==> src/rtl/uart_mem_master.sv <==
// UART-driven memory bus master: 'W'/'R' word access, 'G' releases cpu_hold.
// Replies go back over the same UART; a stuck bus access is aborted after TIMEOUT cycles.
module uart_mem_master #(
    parameter int unsigned TIMEOUT       = 65535,
    parameter logic        HOLD_AT_RESET = 1'b1
) (
    input  logic        clk,
    input  logic        reset,
    input  logic [7:0]  rx_data,
    input  logic        rx_ready,
    output logic        rx_read,
    output logic [7:0]  tx_data,
    input  logic        tx_ready,
    output logic        tx_write,
    output logic        mem_valid,
    output logic [31:0] mem_addr,
    output logic [31:0] mem_wdata,
    output logic [3:0]  mem_wstrb,
    input  logic        mem_ready,
    input  logic [31:0] mem_rdata,
    output logic        cpu_hold
);

    localparam int unsigned TW = $clog2(TIMEOUT + 1);

    localparam logic [7:0] CMD_W = 8'h57;
    localparam logic [7:0] CMD_R = 8'h52;
    localparam logic [7:0] CMD_G = 8'h47;
    localparam logic [7:0] RSP_K = 8'h4B;
    localparam logic [7:0] RSP_Q = 8'h3F;
    localparam logic [7:0] RSP_E = 8'h45;

    typedef enum logic [2:0] {
        S_IDLE,
        S_ADDR,
        S_DATA,
        S_MEM,
        S_SEND
    } state_t;

    state_t      state_q, state_d;
    logic [7:0]  cmd_q, cmd_d;
    logic [1:0]  cnt_q, cnt_d;
    logic [31:0] addr_sr_q, addr_sr_d;
    logic [31:0] data_sr_q, data_sr_d;
    logic [31:0] send_buf_q, send_buf_d;
    logic [2:0]  send_cnt_q, send_cnt_d;
    logic        rx_read_q, rx_read_d;
    logic        rx_skip_q, rx_skip_d;
    logic        tx_write_q, tx_write_d;
    logic        tx_skip_q, tx_skip_d;
    logic [7:0]  tx_data_q, tx_data_d;
    logic        mem_valid_q, mem_valid_d;
    logic [31:0] mem_addr_q, mem_addr_d;
    logic [31:0] mem_wdata_q, mem_wdata_d;
    logic [3:0]  mem_wstrb_q, mem_wstrb_d;
    logic [TW-1:0] tmo_q, tmo_d;
    logic        cpu_hold_q, cpu_hold_d;
    logic        rx_ok;
    logic        tx_ok;

    assign rx_read   = rx_read_q;
    assign tx_write  = tx_write_q;
    assign tx_data   = tx_data_q;
    assign mem_valid = mem_valid_q;
    assign mem_addr  = mem_addr_q;
    assign mem_wdata = mem_wdata_q;
    assign mem_wstrb = mem_wstrb_q;
    assign cpu_hold  = cpu_hold_q;

    // State and registered outputs
    always_ff @(posedge clk) begin
        if (reset) begin
            state_q     <= S_IDLE;
            cmd_q       <= 8'h00;
            cnt_q       <= 2'd0;
            addr_sr_q   <= 32'h0;
            data_sr_q   <= 32'h0;
            send_buf_q  <= 32'h0;
            send_cnt_q  <= 3'd0;
            rx_read_q   <= 1'b0;
            rx_skip_q   <= 1'b0;
            tx_write_q  <= 1'b0;
            tx_skip_q   <= 1'b0;
            tx_data_q   <= 8'h00;
            mem_valid_q <= 1'b0;
            mem_addr_q  <= 32'h0;
            mem_wdata_q <= 32'h0;
            mem_wstrb_q <= 4'b0000;
            tmo_q       <= '0;
            cpu_hold_q  <= HOLD_AT_RESET;
        end else begin
            state_q     <= state_d;
            cmd_q       <= cmd_d;
            cnt_q       <= cnt_d;
            addr_sr_q   <= addr_sr_d;
            data_sr_q   <= data_sr_d;
            send_buf_q  <= send_buf_d;
            send_cnt_q  <= send_cnt_d;
            rx_read_q   <= rx_read_d;
            rx_skip_q   <= rx_skip_d;
            tx_write_q  <= tx_write_d;
            tx_skip_q   <= tx_skip_d;
            tx_data_q   <= tx_data_d;
            mem_valid_q <= mem_valid_d;
            mem_addr_q  <= mem_addr_d;
            mem_wdata_q <= mem_wdata_d;
            mem_wstrb_q <= mem_wstrb_d;
            tmo_q       <= tmo_d;
            cpu_hold_q  <= cpu_hold_d;
        end
    end

    // Strobes are staggered: a new strobe waits until the previous one has cleared
    assign rx_ok = rx_ready && !rx_read_q && !rx_skip_q;
    assign tx_ok = tx_ready && !tx_write_q && !tx_skip_q && !rx_read_q;

    always_comb begin
        state_d     = state_q;
        cmd_d       = cmd_q;
        cnt_d       = cnt_q;
        addr_sr_d   = addr_sr_q;
        data_sr_d   = data_sr_q;
        send_buf_d  = send_buf_q;
        send_cnt_d  = send_cnt_q;
        rx_read_d   = 1'b0;
        rx_skip_d   = rx_read_q;
        tx_write_d  = 1'b0;
        tx_skip_d   = tx_write_q;
        tx_data_d   = tx_data_q;
        mem_valid_d = mem_valid_q;
        mem_addr_d  = mem_addr_q;
        mem_wdata_d = mem_wdata_q;
        mem_wstrb_d = mem_wstrb_q;
        tmo_d       = tmo_q;
        cpu_hold_d  = cpu_hold_q;

        case (state_q)
            S_IDLE: begin
                if (rx_ok) begin
                    rx_read_d = 1'b1;
                    cmd_d     = rx_data;
                    cnt_d     = 2'd0;
                    case (rx_data)
                        CMD_W, CMD_R: state_d = S_ADDR;
                        CMD_G: begin
                            cpu_hold_d = 1'b0;
                            send_buf_d = {RSP_K, 24'h0};
                            send_cnt_d = 3'd1;
                            state_d    = S_SEND;
                        end
                        default: begin
                            send_buf_d = {RSP_Q, 24'h0};
                            send_cnt_d = 3'd1;
                            state_d    = S_SEND;
                        end
                    endcase
                end
            end
            S_ADDR: begin
                if (rx_ok) begin
                    rx_read_d = 1'b1;
                    addr_sr_d = {addr_sr_q[23:0], rx_data};
                    cnt_d     = cnt_q + 2'd1;
                    if (cnt_q == 2'd3) begin
                        state_d = (cmd_q == CMD_W) ? S_DATA : S_MEM;
                    end
                end
            end
            S_DATA: begin
                if (rx_ok) begin
                    rx_read_d = 1'b1;
                    data_sr_d = {data_sr_q[23:0], rx_data};
                    cnt_d     = cnt_q + 2'd1;
                    if (cnt_q == 2'd3) begin
                        state_d = S_MEM;
                    end
                end
            end
            S_MEM: begin
                if (!mem_valid_q) begin
                    if (!rx_read_q) begin
                        mem_valid_d = 1'b1;
                        mem_addr_d  = {addr_sr_q[31:2], 2'b00};
                        mem_wdata_d = (cmd_q == CMD_W) ? data_sr_q : 32'h0;
                        mem_wstrb_d = (cmd_q == CMD_W) ? 4'b1111 : 4'b0000;
                        tmo_d       = '0;
                    end
                end else if (mem_ready) begin
                    mem_valid_d = 1'b0;
                    mem_wstrb_d = 4'b0000;
                    state_d     = S_SEND;
                    if (cmd_q == CMD_R) begin
                        send_buf_d = mem_rdata;
                        send_cnt_d = 3'd4;
                    end else begin
                        send_buf_d = {RSP_K, 24'h0};
                        send_cnt_d = 3'd1;
                    end
                end else if (tmo_q == TW'(TIMEOUT - 1)) begin
                    mem_valid_d = 1'b0;
                    mem_wstrb_d = 4'b0000;
                    send_buf_d  = {RSP_E, 24'h0};
                    send_cnt_d  = 3'd1;
                    state_d     = S_SEND;
                end else begin
                    tmo_d = tmo_q + TW'(1);
                end
            end
            S_SEND: begin
                if (tx_ok) begin
                    tx_write_d = 1'b1;
                    tx_data_d  = send_buf_q[31:24];
                    send_buf_d = {send_buf_q[23:0], 8'h00};
                    send_cnt_d = send_cnt_q - 3'd1;
                    if (send_cnt_q == 3'd1) begin
                        state_d = S_IDLE;
                    end
                end
            end
            default: state_d = S_IDLE;
        endcase
    end

endmodule
==> config.mk <==
export PLATFORM = sky130hd
export DESIGN_NAME = uart_mem_master
export DESIGN_NICKNAME = d
export VERILOG_FILES = /design/src/rtl/uart_mem_master.sv
export SDC_FILE = /design/constraint.sdc
export NUM_CORES = 1
export LEC_CHECK = 0
export CORE_AREA = 2 2 171 106
export DETAILED_ROUTE_END_ITERATION = 7
export DIE_AREA = 0 0 173 108
export PLACE_DENSITY = 0.72
export SETUP_SLACK_MARGIN = 0.1
export SYNTH_ARGS = -nofsm -noshare
export SYNTH_HDL_FRONTEND = slang
export SYNTH_SLANG_ARGS = --single-unit
==> constraint.sdc <==
create_clock -name clk -period 1.99 [get_ports clk]
set_input_delay 0.398 -clock clk [delete_from_list [all_inputs] [get_ports clk]]
set_output_delay 0.398 -clock clk [all_outputs]
set_load 0.1 [all_outputs]
==> results of run 1 <==
worst register-to-register path, stage by stage (launching register included):
cell      delay (ps)
dfxtp_4          380
buf_6            140
or3_4            380
o32a_4           250
o211ai_4         100
buf_12           170
buf_12           140
buf_4            110
nor4_2            30
a31o_2           220
through the flow:
stage / cells / area [sq um] / TNS [ps] / util (%) / total power [mW]
finish: 1369 / 11600 / -25.5 / 68.7 / 9.46
detailed placement: 1306 / 10200 / -33540 / 60.2 / 5.38
CTS: 1356 / 11300 / 0 / 66.5 / 9.31
global placement: 1306 / 10200 / -31630 / 60.2 / 5.37
floorplan: 940 / 8400 / 0 / - / 4.97
global route: 1369 / 11600 / -472 / 68.7 / 9.73
cells in the mapped netlist, types with 8 or more instances:
| library cell | number |
|---|---|
| or3_1 | 9 |
| a22o_1 | 33 |
| a21oi_1 | 139 |
| nand4_1 | 10 |
| a31o_2 | 12 |
| inv_1 | 8 |
| nand3_1 | 15 |
| o21ai_0 | 15 |
| nor4_1 | 20 |
| buf_2 | 20 |
| o31ai_1 | 11 |
| nor2_1 | 31 |
| dfxtp_1 | 205 |
| a22oi_1 | 18 |
| clkbuf_1 | 49 |
| nand2_1 | 241 |
per-layer routing:
layer / up-vias / GRT usage, % / share of wire (%)
li1: 3683 / - / -
met1: 3654 / 36.7 / 47
met2: 311 / 37.2 / 43
met3: 46 / 5.80 / 8.3
met4: 0 / 4.84 / 1.9
met5: - / 0 / 0
layout make-up:
class / instances / share of cell area [%]
multi-input cells: 653 / 36.0
flip-flops and latches: 205 / 35.5
repair buffers: 237 / 20.3
clock buffers: 22 / 4.53
well taps: 234 / 2.51
clock inverters: 10 / 0.967
inverters: 8 / 0.258
power breakdown:
group          switching [mW]  internal, mW
clock                    1.58          2.17
combinational           0.824         0.654
sequential             0.0655          4.17
total                    2.46          6.99
worst paths after layout:
kind / from / endpoint / slack (ps) / depth (start not counted)
worst max-delay path: state_q[1]$_SDFFE_PP0P_ / send_buf_q[20]$_SDFFE_PP0P_ / -30 / 9
worst min-delay path: rx_data[5] / cmd_q[5]$_SDFFE_PP0P_ / 440 / 4
worst max register to register: state_q[1]$_SDFFE_PP0P_ / send_buf_q[20]$_SDFFE_PP0P_ / -30 / 9
worst min register to register: data_sr_q[30]$_SDFFE_PP0P_ / data_sr_q[30]$_SDFFE_PP0P_ / 450 / 2
flip-flops by register name (all words and copies together) (netlist names), 2 cells and up:
register / cells
tx_data: 8
state_q: 3
data_sr_q: 32
addr_sr_q: 32
mem_addr: 30
mem_wdata: 32
cnt_q: 2
send_cnt_q: 3
tmo_q: 16
cmd_q: 8
send_buf_q: 32
cell families (layout without fill, tap and decap cells):
logic type,Yosys count,after routing,share of synthesized area (%)
adder cells (fa/ha/maj),5,5,0.779
AND/OR/NAND/NOR,374,376,21.8
flip-flops,205,205,51.1
buffers and inverters,84,277,4.52
XOR/XNOR,5,5,0.545
multiplexers,2,2,0.249
other,1,2,0.0467
AO/OA/AOI/OAI,263,263,21.0
what timing repair did:
| action | in CTS | in global routing |
|---|---|---|
| setup buffers | 12 | 11 |
| resized for setup | 57 | 48 |
| gates cloned | 6 | 3 |
| endpoints found under the hold margin | 0 | 0 |
| pin swaps | 18 | 36 |
| endpoints found under the setup margin | 77 | 126 |
==> metrics.txt, run 1 <==
CP top delay family=compound AO/OA/AOI/OAI gates; vias per std cell=5.62; vias post-DR=approximately 7,700; clk slew on worst S/H paths=around 80 ps; crit path cell chain=buf_6 -> or3_4 -> o32a_4 -> o211ai_4 -> buf_12 -> buf_12 -> buf_4 -> nor4_2 -> a31o_2; Max Cap Viol=0; post-synthesis async set-or-reset flop share=0%; final hold slack=442 ps; Setup crit start kind=flip-flop; core box area=16,900 sq um; CTS Hold Bufs=0; initial antenna violation count=0; Post-synth top flop=dfxtp_1; number of CTS-inserted buffers=19; crit-path max FO=7; 1st-pass router iterations=6; drc violations=0; Overflow after GRT=0; Worst Path Buf+Inv=4; Slew headroom=between 60 and 70%; violated checks=setup timing; synthesized area=8030 sq um; #FFs+latches synth=205; Post-synth EDFFs=0; clock skew=15.2 ps; Die ar.=18,700 sq um; CP max stage cell=dfxtp_4; Peak Freq=496 MHz; CTS tree=yes; syn_area_per_cell=8.55 sq um; largest net degree at the start of global routing=109; P&R area growth vs syn=45.0%; number of global-route vias before repair=7,234; First DRT Iteration DRCs=680; area leader, netlist=dfxtp_1; Req. time, crit path=2380 ps; Crit. End Element=flip-flop; IO Pins=around 130; Slew Viols, Final=0; post-route antenna net violation count=0; CP max stage delay=roughly 380 ps; RSZ-0062 raised after global routing=yes; WL/cell=18.2 microns; Max VDD drop=492 uV; Total Routing Usage GR=about a quarter; CTS HTree Levels=1; global-route wire length before repair=37,700 microns; post-synth top area share=between 50% and 60%; Multi-input gate area=4190 sq um; Distinct cells, synth=67; Ys Warns=0; FILL cells=1,327; final hold viol count=0; hold crit path type=in -> reg; Initial Util=approximately 47%; Setup-failing EPs final=1; layout cells sized above 1=~29%; Setup Crit Path Kind=reg -> reg; commonest non-fill, non-tap cell in the layout=nand2_1; Clock Sinks=around 210; Setup Slack @ Placement=-562 ps; Buffers on Ports=122; Synth area leaders=dfxtp_1 51%, nand2_1 11%, a21oi_1 8.7%; Rows=37; PwrDens=812 nW/um^2; worst-margin pin slew=about 560 ps; min cycle time layout=between 2000 and 2500 ps; Routed WL=25,000 microns; Seq/Total Area, Yosys=51.1%; Die Y=~110 microns; Final WS setup=-25.5 ps; nets=1,174; most used cell along the critical path=buf_12; Cells after Synth=approximately 940; worst skew pair latency=490 ps; CTS max path bufs=3; Final HPWL DP=15,100 microns; commonest cells after routing, fill and taps aside=237 x nand2_1, 194 x dfxtp_1, 151 x buf_4; clk root buf=clkbuf_16; Tcrit/Tclk final=101%; GPL Wtd Cong=0.864; P_leak=around 4.4 nW; status=finished, violations left; diode count=0; crit path DAT=2400 ps; Sequential Area=4130 sq um; Die Wd=173 microns
No activity file was read; power rests on OpenSTA's default activity.
==> inputs of run 2 (changes only) <==
Settings changed: ABC_CLOCK_PERIOD_IN_PS set to 1990.
==> results of run 2 <==
Final layout, timing and power as in run 1 (identical DEF).
==> inputs of run 3 (changes only) <==
Settings changed: HOLD_SLACK_MARGIN set to 0.12.
==> results of run 3 <==
Final layout, timing and power as in run 1 (identical DEF).
